$ cat src/rtl/pulse_burst_pkg.sv
// Shared state encoding and parameter defaults for the pulse burst counter.
package pulse_burst_pkg;

    localparam int CNT_W_DEF       = 4;
    localparam int IDLE_CYCLES_DEF = 8;
    localparam int SYNC_STAGES_DEF = 2;

    typedef enum logic [1:0] {
        IDLE   = 2'b00,
        BURST  = 2'b01,
        REPORT = 2'b10
    } state_e;

endpackage

$ cat src/rtl/pulse_sync_edge.sv
// Optional input synchronizer plus rising-edge detector.
// Build switch PULSE_BURST_SYNC_EN inserts a SYNC_STAGES-deep flop chain ahead of the detector.
module pulse_sync_edge
    import pulse_burst_pkg::*;
#(
    parameter int SYNC_STAGES = SYNC_STAGES_DEF
) (
    input  logic clock,
    input  logic reset_n,
    input  logic signal,
    output logic edge_o
);

    if (SYNC_STAGES < 2 || SYNC_STAGES > 3) begin : g_bad_sync
        $error("SYNC_STAGES must be 2..3");
    end

    logic sig_s;
    logic prev_q;

`ifdef PULSE_BURST_SYNC_EN
    logic [SYNC_STAGES-1:0] sync_q;

    always_ff @(posedge clock or negedge reset_n) begin
        if (!reset_n) sync_q <= '0;
        else          sync_q <= {sync_q[SYNC_STAGES-2:0], signal};
    end

    assign sig_s = sync_q[SYNC_STAGES-1];
`else
    // Input must already be synchronous to clock in this build.
    assign sig_s = signal;
`endif

    always_ff @(posedge clock or negedge reset_n) begin
        if (!reset_n) prev_q <= 1'b0;
        else          prev_q <= sig_s;
    end

    assign edge_o = sig_s & ~prev_q;

endmodule

$ cat src/rtl/pulse_burst_counter.sv
// Groups rising edges of a pulse train into bursts split by idle gaps and
// reports each burst's count over valid/ready. See pulse_sync_edge for PULSE_BURST_SYNC_EN.
module pulse_burst_counter
    import pulse_burst_pkg::*;
#(
    parameter int CNT_W       = CNT_W_DEF,
    parameter int IDLE_CYCLES = IDLE_CYCLES_DEF,
    parameter int SYNC_STAGES = SYNC_STAGES_DEF
) (
    input  logic             clock,
    input  logic             reset_n,
    input  logic             signal,
    output logic [CNT_W-1:0] count_out,
    output logic             count_valid,
    input  logic             count_ready,
    output logic             overflow,
    output logic             drop
);

    if (IDLE_CYCLES < 2 || IDLE_CYCLES > 255) begin : g_bad_idle
        $error("IDLE_CYCLES must be 2..255");
    end

    localparam logic [CNT_W-1:0] CNT_MAX   = '1;
    localparam logic [CNT_W-1:0] CNT_ONE   = CNT_W'(1);
    localparam logic [7:0]       IDLE_LAST = 8'(IDLE_CYCLES - 1);

    logic edge_s;

    pulse_sync_edge #(
        .SYNC_STAGES(SYNC_STAGES)
    ) u_sync_edge (
        .clock  (clock),
        .reset_n(reset_n),
        .signal (signal),
        .edge_o (edge_s)
    );

    state_e           state_q, state_d;
    logic [CNT_W-1:0] cnt_q, cnt_d;
    logic [7:0]       idle_q, idle_d;
    logic             ovf_q, ovf_d;
    logic [CNT_W-1:0] out_q, out_d;
    logic             oflow_q, oflow_d;
    logic             valid_q, valid_d;
    logic             drop_d;

    always_ff @(posedge clock or negedge reset_n) begin
        if (!reset_n) begin
            state_q <= IDLE;
            cnt_q   <= '0;
            idle_q  <= '0;
            ovf_q   <= 1'b0;
            out_q   <= '0;
            oflow_q <= 1'b0;
            valid_q <= 1'b0;
        end else begin
            state_q <= state_d;
            cnt_q   <= cnt_d;
            idle_q  <= idle_d;
            ovf_q   <= ovf_d;
            out_q   <= out_d;
            oflow_q <= oflow_d;
            valid_q <= valid_d;
        end
    end

    always_comb begin
        state_d = state_q;
        cnt_d   = cnt_q;
        idle_d  = idle_q;
        ovf_d   = ovf_q;
        out_d   = out_q;
        oflow_d = oflow_q;
        valid_d = valid_q;
        drop_d  = 1'b0;
        case (state_q)
            IDLE: begin
                if (edge_s) begin
                    cnt_d   = CNT_ONE;
                    idle_d  = '0;
                    ovf_d   = 1'b0;
                    state_d = BURST;
                end
            end
            BURST: begin
                if (edge_s) begin
                    idle_d = '0;
                    if (cnt_q == CNT_MAX) ovf_d = 1'b1;
                    else                  cnt_d = cnt_q + CNT_ONE;
                end else if (idle_q == IDLE_LAST) begin
                    // Snapshot into dedicated output flops so the report stays frozen.
                    idle_d  = '0;
                    out_d   = cnt_q;
                    oflow_d = ovf_q;
                    valid_d = 1'b1;
                    state_d = REPORT;
                end else begin
                    idle_d = idle_q + 8'd1;
                end
            end
            REPORT: begin
                if (valid_q && count_ready) begin
                    valid_d = 1'b0;
                    if (edge_s) begin
                        cnt_d   = CNT_ONE;
                        idle_d  = '0;
                        ovf_d   = 1'b0;
                        state_d = BURST;
                    end else begin
                        state_d = IDLE;
                    end
                end else if (edge_s) begin
                    drop_d = 1'b1;
                end
            end
            default: state_d = IDLE;
        endcase
    end

    assign count_out   = out_q;
    assign overflow    = oflow_q;
    assign count_valid = valid_q;
    assign drop        = drop_d;

endmodule
$ cat config.mk
export PLATFORM = sky130hd
export DESIGN_NAME = pulse_burst_counter
export DESIGN_NICKNAME = d
export VERILOG_FILES = /design/src/rtl/pulse_burst_pkg.sv /design/src/rtl/pulse_sync_edge.sv /design/src/rtl/pulse_burst_counter.sv
export SDC_FILE = /design/constraint.sdc
export NUM_CORES = 1
export LEC_CHECK = 0
export ABC_AREA = 0
export BUFFER_PORTS_ARGS = -buffer_cell sky130_fd_sc_hd__clkbuf_2
export CAP_MARGIN = 40
export CORE_MARGIN = 3
export CORE_UTILIZATION = 43
export CTS_CLUSTER_SIZE = 20
export DETAILED_ROUTE_END_ITERATION = 16
export PLACE_DENSITY = 0.69
export SLEW_MARGIN = 25
export SYNTH_ARGS = -nofsm -noshare
export SYNTH_HDL_FRONTEND = slang
export SYNTH_SLANG_ARGS = --single-unit
$ cat constraint.sdc
create_clock -name clock -period 4.39 [get_ports clock]
set_input_delay 0.2195 -clock clock [delete_from_list [all_inputs] [get_ports clock]]
set_output_delay 0.2195 -clock clock [all_outputs]
set_load 0.02 [all_outputs]
==> flow_metrics.tcl <==
set metrics [dict create \
    gr-usage-all-layers_pct 14.72 \
    ys_types 32 \
    antenna_left 0 \
    yosysTopAreaCellShare_pct 50.17 \
    start_kind "register" \
    slew_viol_final 0 \
    fin_util_pct 51.32 \
    yosys-top-cells-area "dfrtp_1 (50%), mux2_4 (6.8%), o21ai_0 (3.6%), a21oi_1 (3.2%), nand2_1 (3.1%)" \
    tns_ns 0 \
    globalRouteOverflowTotal 0 \
    drt_iter0_drc 32 \
    cts_tree "built" \
    period_needed_ns 2.347 \
    netlist_area_um2 1097 \
    timing.final.crit_share_pct 53.47 \
    first_pass_iters 4 \
    outcome "complete, no violations" \
    crit_path_max_fanout 7 \
    max_freq_mhz 426.0 \
    synth-adder-area-share_pct 2.281 \
    hpwl_um 1528 \
    yosys.area.top_type "dfrtp_1" \
    design_area_um2 1190 \
    holdCritStartpoint "signal" \
    cts_root_buf "clkbuf_4" \
    yosys-top-cells-count "dfrtp_1 (22), nand2_1 (9), nor2_1 (8), o21ai_0 (8), a21oi_1 (7)" \
    yosysMostFrequentCell "dfrtp_1" \
    ys_warn_count 0 \
    cpMostUsedCell "or3_1" \
    power_per_cell_area_nw_per_um2 590.2 \
    drc 0 \
    setup_viol 0 \
    critical_path_class "reg2reg" \
    antenna_found_initial 0 \
    setup_slack_ns 2.043 \
    insertion_delay_ns 0.31 \
    path_cells "or4_1 > or3_1 > or3_1 > mux2_4" \
    maxCapViolCount 0 \
    final_hold_viol_count 0 \
    nNetsFinal 123 \
    end_kind "register" \
    io_buffers 10 \
    cts_htree_levels 1 \
    place_congestion 0.8269 \
    fillCellCount 200 \
    grt_max_degree 23 \
    reg2reg_slack_ns 2.04 \
    clk_pin_slew_ns 0.12 \
    synthMuxAreaShare_pct 7.754 \
    synth-seq-area-share_pct 50.17 \
    grt_pass1_vias 800 \
    cts_hold_buf 1 \
    drive_gt1_share_pct 17.24 \
    die_height_um 56.52 \
    numClockSinks 22 \
    rsz0062_at_grt "no" \
    synthCells 107 \
    worstPathRequired_ns 4.60 \
    synth_nets 113 \
    total_power_uw 702.3 \
    cts_resized 0 \
    cts_buffer_depth 2 \
    synth-main-ff-cell "dfrtp_1" \
    p_leak_nw 0.5574 \
    start_util_pct 47.33 \
    r2r_start "idle_q[3]$_DFFE_PN0P_" \
    worstMarginPinSlew_ns 0.5336 \
    viasPerCell 5.910 \
    syn_to_final_growth_pct 8.438 \
    worstSetupStartpoint "idle_q[3]$_DFFE_PN0P_" \
    syn_area_per_cell_um2 10.26 \
    synth_top_family_by_area "compound AO/OA/AOI/OAI gates" \
    wl_um 2109 \
    critPathMaxStageDelay_ns 0.51 \
    core-area_um2 2318 \
    hold_path.class "in2reg" \
    vias 851 \
    synth-simple-area-share_pct 16.76 \
    synthXorXnorAreaFrac_pct 1.596 \
    cp.arrival_ns 2.56 \
    slew-limit-headroom_pct 64.42 \
    vdd_drop_max_uv 339.1 \
    rows 17 \
    io_pins 11 \
    synth_compound_area_share_pct 16.88 \
    postPlaceCellArea_um2 1144 \
    post_cts_buffers 0 \
    die_area_um2 3194 \
    async_reset_ff_share_pct 100.0 \
    slowest_stage "or4_1" \
    ys_ff_latch 22 \
    grt_pass1_wl_um 3726 \
    post_drt_wl_per_cell_um 14.65 \
    synth-edff-count 0 \
    die_w_um 56.52 \
    clock_skew_ns 0.01095 \
    antenna_cells 0 \
    cts_buffers 3 \
    pre_cts_ws_ns 2.042 \
]
==> per-layer routing <==
layer  part of all wire [%]  track usage [%]  wire (um)  up-vias
met5                      0                0          0        -
met4                   0.90            3.390         19        0
met3                    6.0            5.517        126        4
met2                     43            21.29        913       23
met1                     50            20.78       1050      419
li1                       -                -          -      405
==> kinds of logic after synthesis <==
group           count (synthesis)
fa+ha+maj                       2
simple gates                   37
buf+inv                         9
mux                             6
flops                          22
xor+xnor                        2
compound gates                 29
==> per-stage QoR <==
stage / hold slack (ns) / instances
after floorplan: -0.07609 / 107
after detailed placement: 0.2244 / 139
after CTS: 0.02889 / 144
after global placement: 0.2152 / 139
final: 0.04368 / 144
after global routing: 0.02123 / 144
==> worst max-delay path: cells and delay by family, from the launching register on <==
kind / cells / cell delay (ns)
flip-flops: 1 / 0.47
multiplexers: 1 / 0.36
AND/OR/NAND/NOR: 3 / 1.42
==> layout by cell type (no fill, tap or decap), drive strengths merged <==
cell type     n
a21oi         7
xnor2         2
a21o          1
or4           2
dfrtp        22
a221oi        1
clkbuf       14
dlygate4sd3   1
nand4b        1
or3           2
a22o          2
nor2          8
nor2b         2
nand3b        1
inv           3
nand3         6
nand4         1
a41oi         1
nand2         9
mux2i         1
mux2          5
a31oi         3
o22ai         1
o21ba         1
ha            2
o21ai         8
a32o          1
nand2b        2
a22oi         2
o31ai         1
nor3          3
==> power breakdown <==
part	total, mW	leakage (nW)	internal, mW	switching [mW]
Sequential	0.331	0.279	0.264	0.0667
Clock	0.112	0.0210	0.0507	0.0612
Combinational	0.259	0.258	0.115	0.144
==> worst paths after layout <==
kind                                                     end  depth (start not counted)
worst max-delay path                count_out[2]$_DFFE_PN0P_                          4
worst min-delay path            u_sync_edge.prev_q$_DFF_PN0_                          1
worst max register to register      count_out[2]$_DFFE_PN0P_                          4
worst min register to register      count_out[3]$_DFFE_PN0P_                          1
max in group asynchronous               cnt_q[0]$_DFFE_PN0P_                          2
min in group asynchronous           count_out[3]$_DFFE_PN0P_                          2
==> cell type report <==
type	count	area, um2	area share, %
Clock buffer	4	36.28	3.049
Inverter	3	11.26	0.9464
Sequential cell	22	550.5	46.27
Multi-Input combinational cell	76	496.7	41.75
Tap cell	28	35.03	2.944
Timing Repair Buffer	11	60.06	5.047
==> flip-flops by register name, summed over array words and instances (netlist names) <==
| register | count |
|---|---|
| overflow | 1 |
| count_valid | 1 |
| cnt_q | 4 |
| count_out | 4 |
| ovf_q | 1 |
| u_sync_edge.prev_q | 1 |
| state_q | 2 |
| idle_q | 8 |
(Power assumes the default switching activity.)
